===== src/rtl/text_frame_scheduler.sv =====
// Streams one OLED frame from the text engine's pixel port to the screen driver through a credit-counted FIFO.
// Start latency 3 clk, then 1 byte/clk; byte_ready low stalls issue once FIFO plus in-flight reads fill the FIFO.

module tfs_fifo #(
  parameter int DEPTH = 4,
  parameter int W     = 9
) (
  input  logic                         clk,
  input  logic                         resetn,
  input  logic                         flush,
  input  logic                         push,
  input  logic [W-1:0]                 push_dat,
  input  logic                         pop,
  output logic [W-1:0]                 head_dat,
  output logic [$clog2(DEPTH+1)-1:0]   count
);
  localparam int PW = (DEPTH > 1) ? $clog2(DEPTH) : 1;
  localparam int CW = $clog2(DEPTH + 1);

  logic [W-1:0]  mem [DEPTH];
  logic [PW-1:0] wr_ptr;
  logic [PW-1:0] rd_ptr;

  function automatic logic [PW-1:0] next_ptr(input logic [PW-1:0] p);
    return (p == PW'(DEPTH - 1)) ? '0 : p + PW'(1);
  endfunction

  always_ff @(posedge clk or negedge resetn) begin
    if (!resetn) begin
      wr_ptr <= '0;
      rd_ptr <= '0;
      count  <= '0;
      for (int i = 0; i < DEPTH; i++) mem[i] <= '0;
    end else if (flush) begin
      wr_ptr <= '0;
      rd_ptr <= '0;
      count  <= '0;
    end else begin
      if (push) begin
        mem[wr_ptr] <= push_dat;
        wr_ptr      <= next_ptr(wr_ptr);
      end
      if (pop) rd_ptr <= next_ptr(rd_ptr);
      case ({push, pop})
        2'b10:   count <= count + CW'(1);
        2'b01:   count <= count - CW'(1);
        default: count <= count;
      endcase
    end
  end

  assign head_dat = mem[rd_ptr];
endmodule

module text_frame_scheduler #(
  parameter int          FRAME_BYTES = 1024,
  parameter int          ADDR_W      = 10,
  parameter logic [15:0] GAP_CYCLES  = 16'd1000,
  parameter int          FIFO_DEPTH  = 4
) (
  input  logic              clk,
  input  logic              resetn,
  input  logic              start,
  input  logic              auto_refresh,
  input  logic              abort,
  output logic [ADDR_W-1:0] pixel_address,
  input  logic [7:0]        pixel_data,
  output logic [7:0]        byte_data,
  output logic              byte_valid,
  output logic              byte_last,
  input  logic              byte_ready,
  output logic              busy,
  output logic              frame_done,
  output logic [15:0]       frame_count
);
  localparam int CW = $clog2(FIFO_DEPTH + 1);

  typedef enum logic [1:0] {IDLE, RUN, DRAIN, GAP} state_t;

  state_t            state_q;
  state_t            state_d;
  logic [ADDR_W-1:0] issue_addr;
  logic              iq1, iq2, lst1, lst2;
  logic [15:0]       gap_cnt;
  logic [CW-1:0]     fifo_count;
  logic [CW:0]       occupancy;
  logic [8:0]        head;
  logic              issue, last_issue, pop, last_xfer, abort_now, gap_done;

  assign abort_now  = abort && (state_q != IDLE);
  // Bytes already owned by the FIFO plus reads still in flight; issue only while this leaves a free slot.
  assign occupancy  = {1'b0, fifo_count} + (CW+1)'(iq1) + (CW+1)'(iq2);
  assign last_issue = issue && (issue_addr == ADDR_W'(FRAME_BYTES - 1));
  assign pop        = byte_valid && byte_ready;
  assign last_xfer  = pop && byte_last;
  assign gap_done   = ({1'b0, gap_cnt} + 17'd1) >= {1'b0, GAP_CYCLES};

  assign byte_valid = (fifo_count != '0);
  assign byte_data  = head[7:0];
  assign byte_last  = byte_valid && head[8];

  always_ff @(posedge clk or negedge resetn) begin
    if (!resetn) state_q <= IDLE;
    else         state_q <= state_d;
  end

  always_comb begin
    state_d = state_q;
    if (abort_now) begin
      state_d = IDLE;
    end else begin
      case (state_q)
        IDLE:    if (start || auto_refresh) state_d = RUN;
        RUN:     if (last_issue) state_d = DRAIN;
        DRAIN:   if (last_xfer) state_d = auto_refresh ? GAP : IDLE;
        GAP:     if (gap_done) state_d = auto_refresh ? RUN : IDLE;
        default: state_d = IDLE;
      endcase
    end
  end

  always_comb begin
    busy  = (state_q != IDLE);
    issue = (state_q == RUN) && !abort_now && (occupancy < (CW+1)'(FIFO_DEPTH));
  end

  always_ff @(posedge clk or negedge resetn) begin
    if (!resetn) begin
      pixel_address <= '0;
      issue_addr    <= '0;
      iq1           <= 1'b0;
      iq2           <= 1'b0;
      lst1          <= 1'b0;
      lst2          <= 1'b0;
      gap_cnt       <= '0;
      frame_done    <= 1'b0;
      frame_count   <= '0;
    end else begin
      if (abort_now) begin
        iq1  <= 1'b0;
        iq2  <= 1'b0;
        lst1 <= 1'b0;
        lst2 <= 1'b0;
      end else begin
        iq1  <= issue;
        iq2  <= iq1;
        lst1 <= last_issue;
        lst2 <= lst1;
      end
      if (issue) pixel_address <= issue_addr;
      if (abort_now || last_issue) issue_addr <= '0;
      else if (issue)              issue_addr <= issue_addr + ADDR_W'(1);
      gap_cnt    <= (state_q == GAP) ? gap_cnt + 16'd1 : 16'd0;
      frame_done <= last_xfer && !abort_now;
      if (last_xfer && !abort_now) frame_count <= frame_count + 16'd1;
    end
  end

  tfs_fifo #(.DEPTH(FIFO_DEPTH), .W(9)) u_fifo (
    .clk      (clk),
    .resetn   (resetn),
    .flush    (abort_now),
    .push     (iq2),
    .push_dat ({lst2, pixel_data}),
    .pop      (pop),
    .head_dat (head),
    .count    (fifo_count)
  );
endmodule


===== config.mk =====
export PLATFORM = sky130hd
export DESIGN_NAME = text_frame_scheduler
export DESIGN_NICKNAME = d
export VERILOG_FILES = /design/src/rtl/text_frame_scheduler.sv
export SDC_FILE = /design/constraint.sdc
export NUM_CORES = 1
export LEC_CHECK = 0
export BUFFER_PORTS_ARGS = -buffer_cell sky130_fd_sc_hd__clkbuf_2
export CORE_ASPECT_RATIO = 0.8
export CORE_MARGIN = 10
export CORE_UTILIZATION = 53
export CTS_CLUSTER_SIZE = 25
export DETAILED_ROUTE_END_ITERATION = 8
export GPL_ROUTABILITY_DRIVEN = 0
export PLACE_DENSITY = 0.76
export SYNTH_ARGS = -nofsm -noshare
export SYNTH_HDL_FRONTEND = slang
export SYNTH_SLANG_ARGS = --single-unit

===== constraint.sdc =====
create_clock -name clk -period 2.5 [get_ports clk]
set_clock_uncertainty 0.2 [all_clocks]
set_input_delay 0.5 -clock clk [delete_from_list [all_inputs] [get_ports clk]]
set_output_delay 0.5 -clock clk [all_outputs]
set_load 0.005 [all_outputs]

### Yosys cells after proc, flatten, opt, wreduce, memory -nomap -nowiden

Index checks and enable logic that the tools add are counted.

* output and inout port bits: 38
* register bits: 102
* bits of input ports: 14

* bitwise logic cells: 3
* order comparisons: 5
* multiplexer cells: 29
* reduce and logical (&&, ||, !) cells: 21
* equal/unequal tests: 12
* add/sub/neg operators: 10

Operators by type and width (count)
* 36-bit bitwise mux: 1
* 16-bit by 1-bit adder with 16-bit output (second input constant): 2
* 9-bit 2-to-1 mux: 3
* 2-bit 2-to-1 mux: 12
* 10-bit 2-to-1 mux: 2
* 9-bit binary-select mux with 2-bit select: 1
* 9-bit demux with 2-bit select: 1
* 16-bit by 1-bit adder with 17-bit output (second input constant): 1
* 17-bit by 10-bit greater-or-equal comparator with 1-bit output (second input constant): 1
* 16-bit 2-to-1 mux: 1
* 3-bit inequality test (second input constant): 4
* 10-bit by 1-bit adder with 10-bit output (second input constant): 1
* 10-bit == test (second input constant): 1
* 2-bit == test (second input constant): 5
* 1-bit logical AND: 9
* 2-bit one-hot mux with 4 select lines: 1
* 2-bit nonzero test: 4
* 3-bit greater-or-equal comparator (second input constant): 2
* 2-bit NOT with 3-bit output: 2
* 3-bit one-hot mux with 2 select lines: 1
* 3-bit nonzero test: 2
* 1-bit 2-to-1 mux: 5
* 2-bit by 1-bit adder with 2-bit output (second input constant): 2
* 3-bit by 1-bit adder with 4-bit output: 1
* other kinds (13): 15

### Longest topological paths before layout

Gate-level depths: netlist of run 1.

* depth after elaboration: 9
* depth in mapped cells: 8
* gate-level depth less buffers: 8

### Hierarchy

Synthesis of run 1 repeated with hierarchy kept, for this count alone.

* cells, all modules: 413
* area total of the unflattened synthesis: 5039.8 um2

By module, submodules not included
* text_frame_scheduler: instances 1, area an instance 2839.0 um2, cells each 284
* tfs_fifo: instances 1, area an instance 2200.9 um2, cells each 129

### Worst setup path after synthesis of run 1

Ideal clock, no wire load.

* path kind: reg2reg
* from: register u_fifo.count[0]
* to: register state_q[0]
* path slack: 150 ps
* period minus slack after synthesis: 2350 ps
* setup time: 128 ps
* arrival time: 2023 ps
* stages on the path, launching flop included: 9
* buffers on the path: 0
* path through: dfrtp_1 > ha_1 > a21o_1 > a2111o_1 > clkinv_2 > a31oi_1 > o21bai_2 > o211ai_2 > mux2_1

* word-level cells in the longest chain between the ends: 7
* elaborated cells between the ends (all ways): 12
* classes of those cells: add/sub (2); order compare (1); eq/ne (2); reduce/logical (7)

Ends and longest elaborated chain
* start, declared: RTL line 15 `output logic [$clog2(DEPTH+1)-1:0] count`
* start signal, assigned: RTL line 45 `2'b10: count <= count + CW'(1);`
* start signal, assigned: RTL line 46 `2'b01: count <= count - CW'(1);`
* start signal, assigned: RTL line 47 `default: count <= count;`
* 3-bit by 1-bit adder with 4-bit output: RTL line 92 `assign occupancy = {1'b0, fifo_count} + (CW+1)'(iq1) + (CW+1)'(iq2);`
* 4-bit by 1-bit adder with 4-bit output: RTL line 92
* 4-bit by 3-bit less-than comparator with 1-bit output: RTL line 124 `issue = (state_q == RUN) && !abort_now && (occupancy < (CW+1)'(FIFO_DEPTH));`
* 1-bit logical AND: RTL line 124
* 1-bit logical AND: RTL line 93 `assign last_issue = issue && (issue_addr == ADDR_W'(FRAME_BYTES - 1));`
* 3-bit inequality test (no line)
* 4-bit AND reduction (no line) (*)
* end signal, assigned: RTL line 104 `else state_q <= state_d;`
* end, declared: RTL line 80 `state_t state_q;`

Mark *: on every way between the ends. The rest lies on a longest branch, timed or not.
A chain may end at the register's enable or synchronous reset.

### Worst setup path in the final report of run 1

* from: register gap_cnt[0]
* to: register state_q[1]

* word-level cells in the longest chain between the ends: 4

Ends and longest elaborated chain
* start, declared: RTL line 84 `logic [15:0] gap_cnt;`
* start signal, assigned: RTL line 153 `gap_cnt <= (state_q == GAP) ? gap_cnt + 16'd1 : 16'd0;`
* 16-bit by 1-bit adder with 17-bit output: RTL line 96 `assign gap_done = ({1'b0, gap_cnt} + 17'd1) >= {1'b0, GAP_CYCLES};`
* 17-bit by 10-bit greater-or-equal comparator with 1-bit output: RTL line 96
* 3-bit inequality test (no line)
* 4-bit AND reduction (no line)

Every way passes these cells.

==> results of run 1 <==
[registers in the layout, summed over array words and instances, names as in the netlist]
signal         flops
u_fifo.mem        36
issue_addr        10
lst1               1
state_q            2
u_fifo.rd_ptr      2
frame_done         1
lst2               1
pixel_address     10
frame_count       16
iq2                1
gap_cnt           16
iq1                1
u_fifo.wr_ptr      2
u_fifo.count       3
[where the power goes]
part	internal, mW	switching, mW	total (mW)
combinational	0.674	0.612	1.29
clock	0.693	0.578	1.27
sequential	1.94	0.205	2.15
[layout make-up]
cell class                      instances  share of cell area [%]
Clock buffer                           11                   4.330
Timing Repair Buffer                   73                   7.768
Multi-Input combinational cell        297                   39.00
Sequential cell                       102                   45.54
Tap cell                              112                   2.500
Inverter                                6                  0.4241
Clock inverter                          5                  0.4464
[cell families (layout without fill, tap and decap cells)]
| logic type | count (synthesis) | after routing |
|---|---|---|
| flip-flops | 102 | 102 |
| AO/OA/AOI/OAI | 27 | 27 |
| AND/OR/NAND/NOR | 169 | 169 |
| buffers and inverters | 21 | 95 |
| XOR/XNOR | 40 | 40 |
| multiplexers | 51 | 51 |
| adder cells (fa/ha/maj) | 10 | 10 |
[through the flow]
step	total power, mW	utilization, %	cell area (µm²)
finish	4.702	64.65	5605
global route	4.988	64.65	5605
CTS	4.774	64.33	5578
detailed placement	3.482	61.24	5310
global placement	3.394	61.24	5310
floorplan	2.973	-	4807
[per-layer routing]
layer  vias to the layer above  wire [µm]
li1                       1593          -
met5                         -          0
met1                      1632       4468
met2                        50       4993
met3                        12        477
met4                         0        125
[Yosys cell counts, types with 3 or more instances]
cell type | number | share of area, %
inv_1 | 5 | 0.39
and3_1 | 8 | 1.0
xnor2_1 | 24 | 4.4
or3_1 | 7 | 0.91
nor3_1 | 7 | 0.73
clkbuf_1 | 5 | 0.39
a21oi_1 | 7 | 0.73
nand2_1 | 58 | 4.5
buf_2 | 7 | 0.73
mux2i_1 | 3 | 0.62
xor2_1 | 16 | 2.9
mux2_2 | 37 | 8.7
nand4_1 | 8 | 1.0
nand3_1 | 18 | 1.9
dfrtp_1 | 102 | 53
o21ai_0 | 5 | 0.52
mux4_2 | 9 | 4.2
ha_1 | 9 | 2.3
nor2_1 | 45 | 3.5
and2_1 | 5 | 0.65
[repair_timing]
item                                    CTS  global route
buffers inserted                          0             0
resized for setup                         0             4
endpoints found under the setup margin    0             2
hold buffers                              0             0
[how the worst max path moves through the flow]
stage | depth (start not counted) | endpoint | slack (ns)
final | 7 | state_q[1] | 0.11
after CTS | 7 | state_q[1] | 0.007
after global routing | 6 | state_q[1] | 0.02
after floorplan | 8 | state_q[0] | 0.15
after detailed placement | 7 | state_q[1] | 0.02
after global placement | 8 | state_q[0] | 0.21
==> metrics.yaml, run 1 <==
run_status:
  outcome: "finished with violations"
  violations: "negative hold slack"
pwr:
  ir_drop_uv: 679.5
  p_per_area_nw_per_um2: 838.9
  leakage_nw: 2.727
timing:
  post-route-min-period_ns: 2.393
  worst_slack_ns: 0.1070
  rsz0062_at_grt: "no"
  final-max-slew-violation-count: 0
  fmax_mhz: 417.9
  finalCritPeriodShare_pct: 95.72
  hold_viol_final: 19
  slew_headroom_pct: 61.85
  setup_violations: 0
  holdWs_ns: -0.04855
  tightest_slew_ns: 0.5722
  setup-tns-final_ns: 0
critical_path:
  end_kind: "register"
  worstSetupStartpointType: "register"
  cp.arrival_ns: 2.42
  cpLargestDelayFamily: "compound AO/OA/AOI/OAI gates"
  critPathMaxStageDelay_ns: 0.41
  reg2reg_slack_ns: 0.11
  path_cells: "buf_4 > and2_1 > and3_1 > a211oi_1 > o211ai_1 > o211ai_2 > mux2_1"
  reg2reg_from: "gap_cnt[0]"
  worst-path-buf-inv: 1
  path_max_fanout: 7
  cp_data_required_time_ns: 2.52
  critPathKind: "reg2reg"
  rr_endpoint: "state_q[1]"
  crit_path_start: "gap_cnt[0]"
  cp_slowest_cell: "dfrtp_1"
  rr_worst_depth: 7
synthesis:
  synthSimpleGateAreaFrac_pct: 16.84
  synth_nets: 444
  synth_edf_count: 0
  ys_seq_elements: 102
  synth-adder-area-share_pct: 2.759
  synth_top_family_by_area: "simple AND/OR/NAND/NOR gates"
  ys_seq_area_share_pct: 53.10
  synthArstFlopShare_pct: 100.0
  synth_xor_area_share_pct: 7.288
  yosys_warnings: 0
  avgSynthCellArea_um2: 11.45
  synth_compound_gate_area_share_pct: 4.034
  synth_mux_area_share_pct: 13.98
  ys.flop_type: "dfrtp_1"
  syn_inst: 420
  synth_area_um2: 4807
  synth.distinct_cells: 49
global_route:
  grt_use_met2_pct: 25.37
  grt-busiest-layer: "met2"
  grt_pass1_wl_mm: 17.22
  use_met3_pct: 4.798
  grt.overflow.total: 0
  grt_max_degree: 103
  grt_pass1_vias: 3483
  met1_usage_pct: 19.73
  track_usage_pct: 15.64
  antenna_found_initial: 0
final_layout:
  multi_input_area_um2: 2186
  final_common_cell: "dfrtp_1"
  diodes: 0
  final_cell_count_no_fill: 606
  layout_common_cells: "dfrtp_1, nand2_1, clkbuf_2, nor2_1, mux2_2"
  nets: 513
  drive_above_1_share_pct: 29.76
  n_fill_cell: 693
  seqCellArea_um2: 2552
  syn2layout_area_growth_pct: 16.61
drt:
  wl_per_cell_um: 16.61
  vias_per_cell: 5.424
  wl_mm: 10.07
  drc_errors: 0
  vias: 3287
  ant_nets: 0
  drt_iter0_markers: 207
  firstDrtPassIters: 4
die:
  start_util_pct: 55.44
  rows: 30
  core-area_um2: 8671
  ios: 52
  die_y_um: 105.2
  die_area_um2: 13300
  die_x_um: 126.5
placement:
  dp_slack_ns: 0.01637
  hpwlAfterDp_mm: 7.097
  portBuffers: 51
  dpl.cell_count: 590
clocking:
  clk_pin_slew_ns: 0.06
  clk_latency_ns: 0.34
  clockBufferDepth: 2
  cts_tree: "done"
  clock_sinks: 102
  htreeDepth: 3
  numCtsBuffers: 9
  cts_root_buf: "clkbuf_16"
worst_hold_path:
  min_path_type: "in2async"
flow_run:
  maxCapViolCount: 0
No activity file was read; power rests on OpenSTA's default activity.
==> inputs of run 2 (changes only) <==
- PLACE_DENSITY: 0.76 -> 0.84
==> run 2 against run 1 <==
Against the previous run: die area unchanged; register-to-register slack got worse by 0.02 ns; largest power group unchanged; non-clock buffer count down 1; the flow now finishes without violations; sequential share of layout area is 0.16 points lower; global-route usage decreased by 0.12 points; sequential power barely moved.
==> metrics.yaml, run 2 (synthesis gave the netlist of run 1 again) <==
run_status:
  outcome: "completed"
final_layout:
  reg.largest.list: "u_fifo.mem: 36 flops, frame_count: 16 flops, gap_cnt: 16 flops"
  n_fill_cell: 634  # -8.5%
  drive_above_1_share_pct: 29.67  # -0.082 points
  final_common_cell: "dfrtp_1"
  layout_common_cells: "dfrtp_1, nand2_1, clkbuf_2, nor2_1, mux2_2"
  largest_register_ffs: 36  # unchanged
  seqCellArea_um2: 2552  # unchanged
  diodes: 0  # unchanged
  regMostFlops: "u_fifo.mem"
  nets: 512  # -0.19%
  multi_input_area_um2: 2178  # -0.34%
  syn2layout_area_growth_pct: 17.02
global_route:
  antenna_found_initial: 0  # unchanged
  grt_max_degree: 47  # -54%
  grt_pass1_wl_mm: 17.04  # -1.0%
  grt_pass1_vias: 3484  # +0.029%
  track_usage_pct: 15.53  # -0.12 points
  grt.overflow.total: 0  # unchanged
clocking:
  clk_latency_ns: 0.34  # about the same
  clk_pin_slew_ns: 0.07  # about the same
  clockBufferDepth: 2  # unchanged
  cts_root_buf: "clkbuf_16"
  cts_tree: "done"
  numCtsBuffers: 9  # unchanged
  clock_sinks: 102  # unchanged
  htreeDepth: 3  # unchanged
die:
  die_area_um2: 13300  # unchanged
  start_util_pct: 55.44  # unchanged
  rows: 30  # unchanged
  core-area_um2: 8671  # unchanged
  ios: 52  # unchanged
  die_x_um: 126.5  # unchanged
  die_y_um: 105.2  # unchanged
critical_path:
  worstSetupStartpointType: "register"
  cp_data_required_time_ns: 2.53  # about the same
  cpLargestDelayFamily: "compound AO/OA/AOI/OAI gates"
  worst-path-buf-inv: 1  # unchanged
  end_kind: "register"
  path_cells: "ha_1 > a21o_1 > a2111o_1 > clkinv_2 > a31oi_1 > o21bai_2 > o211ai_2 > mux2_1"
  critPathMaxStageDelay_ns: 0.44  # +0.03 ns
  cp.arrival_ns: 2.44  # +0.02 ns
  path_max_fanout: 5  # -2
  critPathKind: "reg2reg"
  cp_slowest_cell: "a2111o_1"
drt:
  drc_errors: 0  # unchanged
  vias_per_cell: 5.561  # +2.5%
  vias: 3359  # +2.2%
  drt_iter0_markers: 254  # +23%
  wl_mm: 10.01  # -0.53%
  wl_per_cell_um: 16.58  # -0.20%
  firstDrtPassIters: 4  # unchanged
  ant_nets: 0  # unchanged
timing:
  hold_viol_final: 0  # -19
  rsz0062_at_grt: "no"
  post-route-min-period_ns: 2.417  # +0.02352 ns
  final-max-slew-violation-count: 0  # unchanged
  setup-tns-final_ns: 0  # unchanged
  tightest_slew_ns: 0.5962  # +0.02396 ns
  worst_slack_ns: 0.08350  # -0.02352 ns
  fmax_mhz: 413.8  # -0.97%
  finalCritPeriodShare_pct: 96.66  # +0.94 points
  setup_violations: 0  # unchanged
  slew_headroom_pct: 60.26  # -1.6 points
placement:
  portBuffers: 51  # unchanged
  dp_slack_ns: 0.06846  # +0.05209 ns
  hpwlAfterDp_mm: 6.942  # -2.2%
pwr:
  leakage_nw: 2.716  # -0.38%
  p_per_area_nw_per_um2: 857.9  # +2.3%
  p_total_mw: 4.826  # +2.6%
  ir_drop_uv: 620.0  # -8.8%
worst_hold_path:
  min_path_type: "in2reg"
flow_run:
  maxCapViolCount: 0  # unchanged
## run 2: area by class of cell
type	instances	share of cell area, %
clock buffer	9	4.004
clock inverter	6	1.112
inverter	6	0.4226
multi-input combinational	297	38.72
sequential	102	45.37
tap	112	2.491
timing repair buffer	72	7.874
## run 2: routing by layer
metal  GRT usage (%)  vias up  share of wire, %
met5               0        -                 0
met3           6.263        9               6.3
met4           4.302        0               1.0
met2           23.64       79                47
li1                -     1591                 -
met1           19.99     1680                46
## run 2: timing repair
action / 4_1_cts / 5_1_grt
hold buffers: 1 / 0
endpoints found under the setup margin: 0 / 6
hold endpoints to repair: 44 / 0
resized for setup: 0 / 4
buffers inserted: 0 / 1
## run 2: final timing paths
path,cells past startpoint,slack (ns),end,startpoint
hold / removal,2,0.24,u_fifo.mem[32],pixel_data[5]
setup reg to reg,8,0.08,state_q[0],u_fifo.count[0]
setup / recovery,8,0.08,state_q[0],u_fifo.count[0]
hold reg to reg,1,0.27,frame_count[15],frame_count[15]
max in group asynchronous,3,1.02,frame_count[12],resetn
min in group asynchronous,2,0.51,issue_addr[6],resetn
## run 2: through the flow
stage          util [%]  cells  cell area [µm²]  hold slack [ns]
3_5_place_dp      61.13    587             5300           0.2384
3_3_place_gp      61.13    587             5300           0.2375
6_report          64.88    604             5625           0.2381
5_1_grt           64.88    604             5625           0.2207
2_1_floorplan         -    420             4807         0.004409
4_1_cts           64.56    603             5598           0.2186
## run 2: power by group
group	total (mW)	switching [mW]	internal (mW)
logic	1.31	0.617	0.690
clock network	1.36	0.591	0.770
registers	2.16	0.218	1.94
total	4.83	1.43	3.40
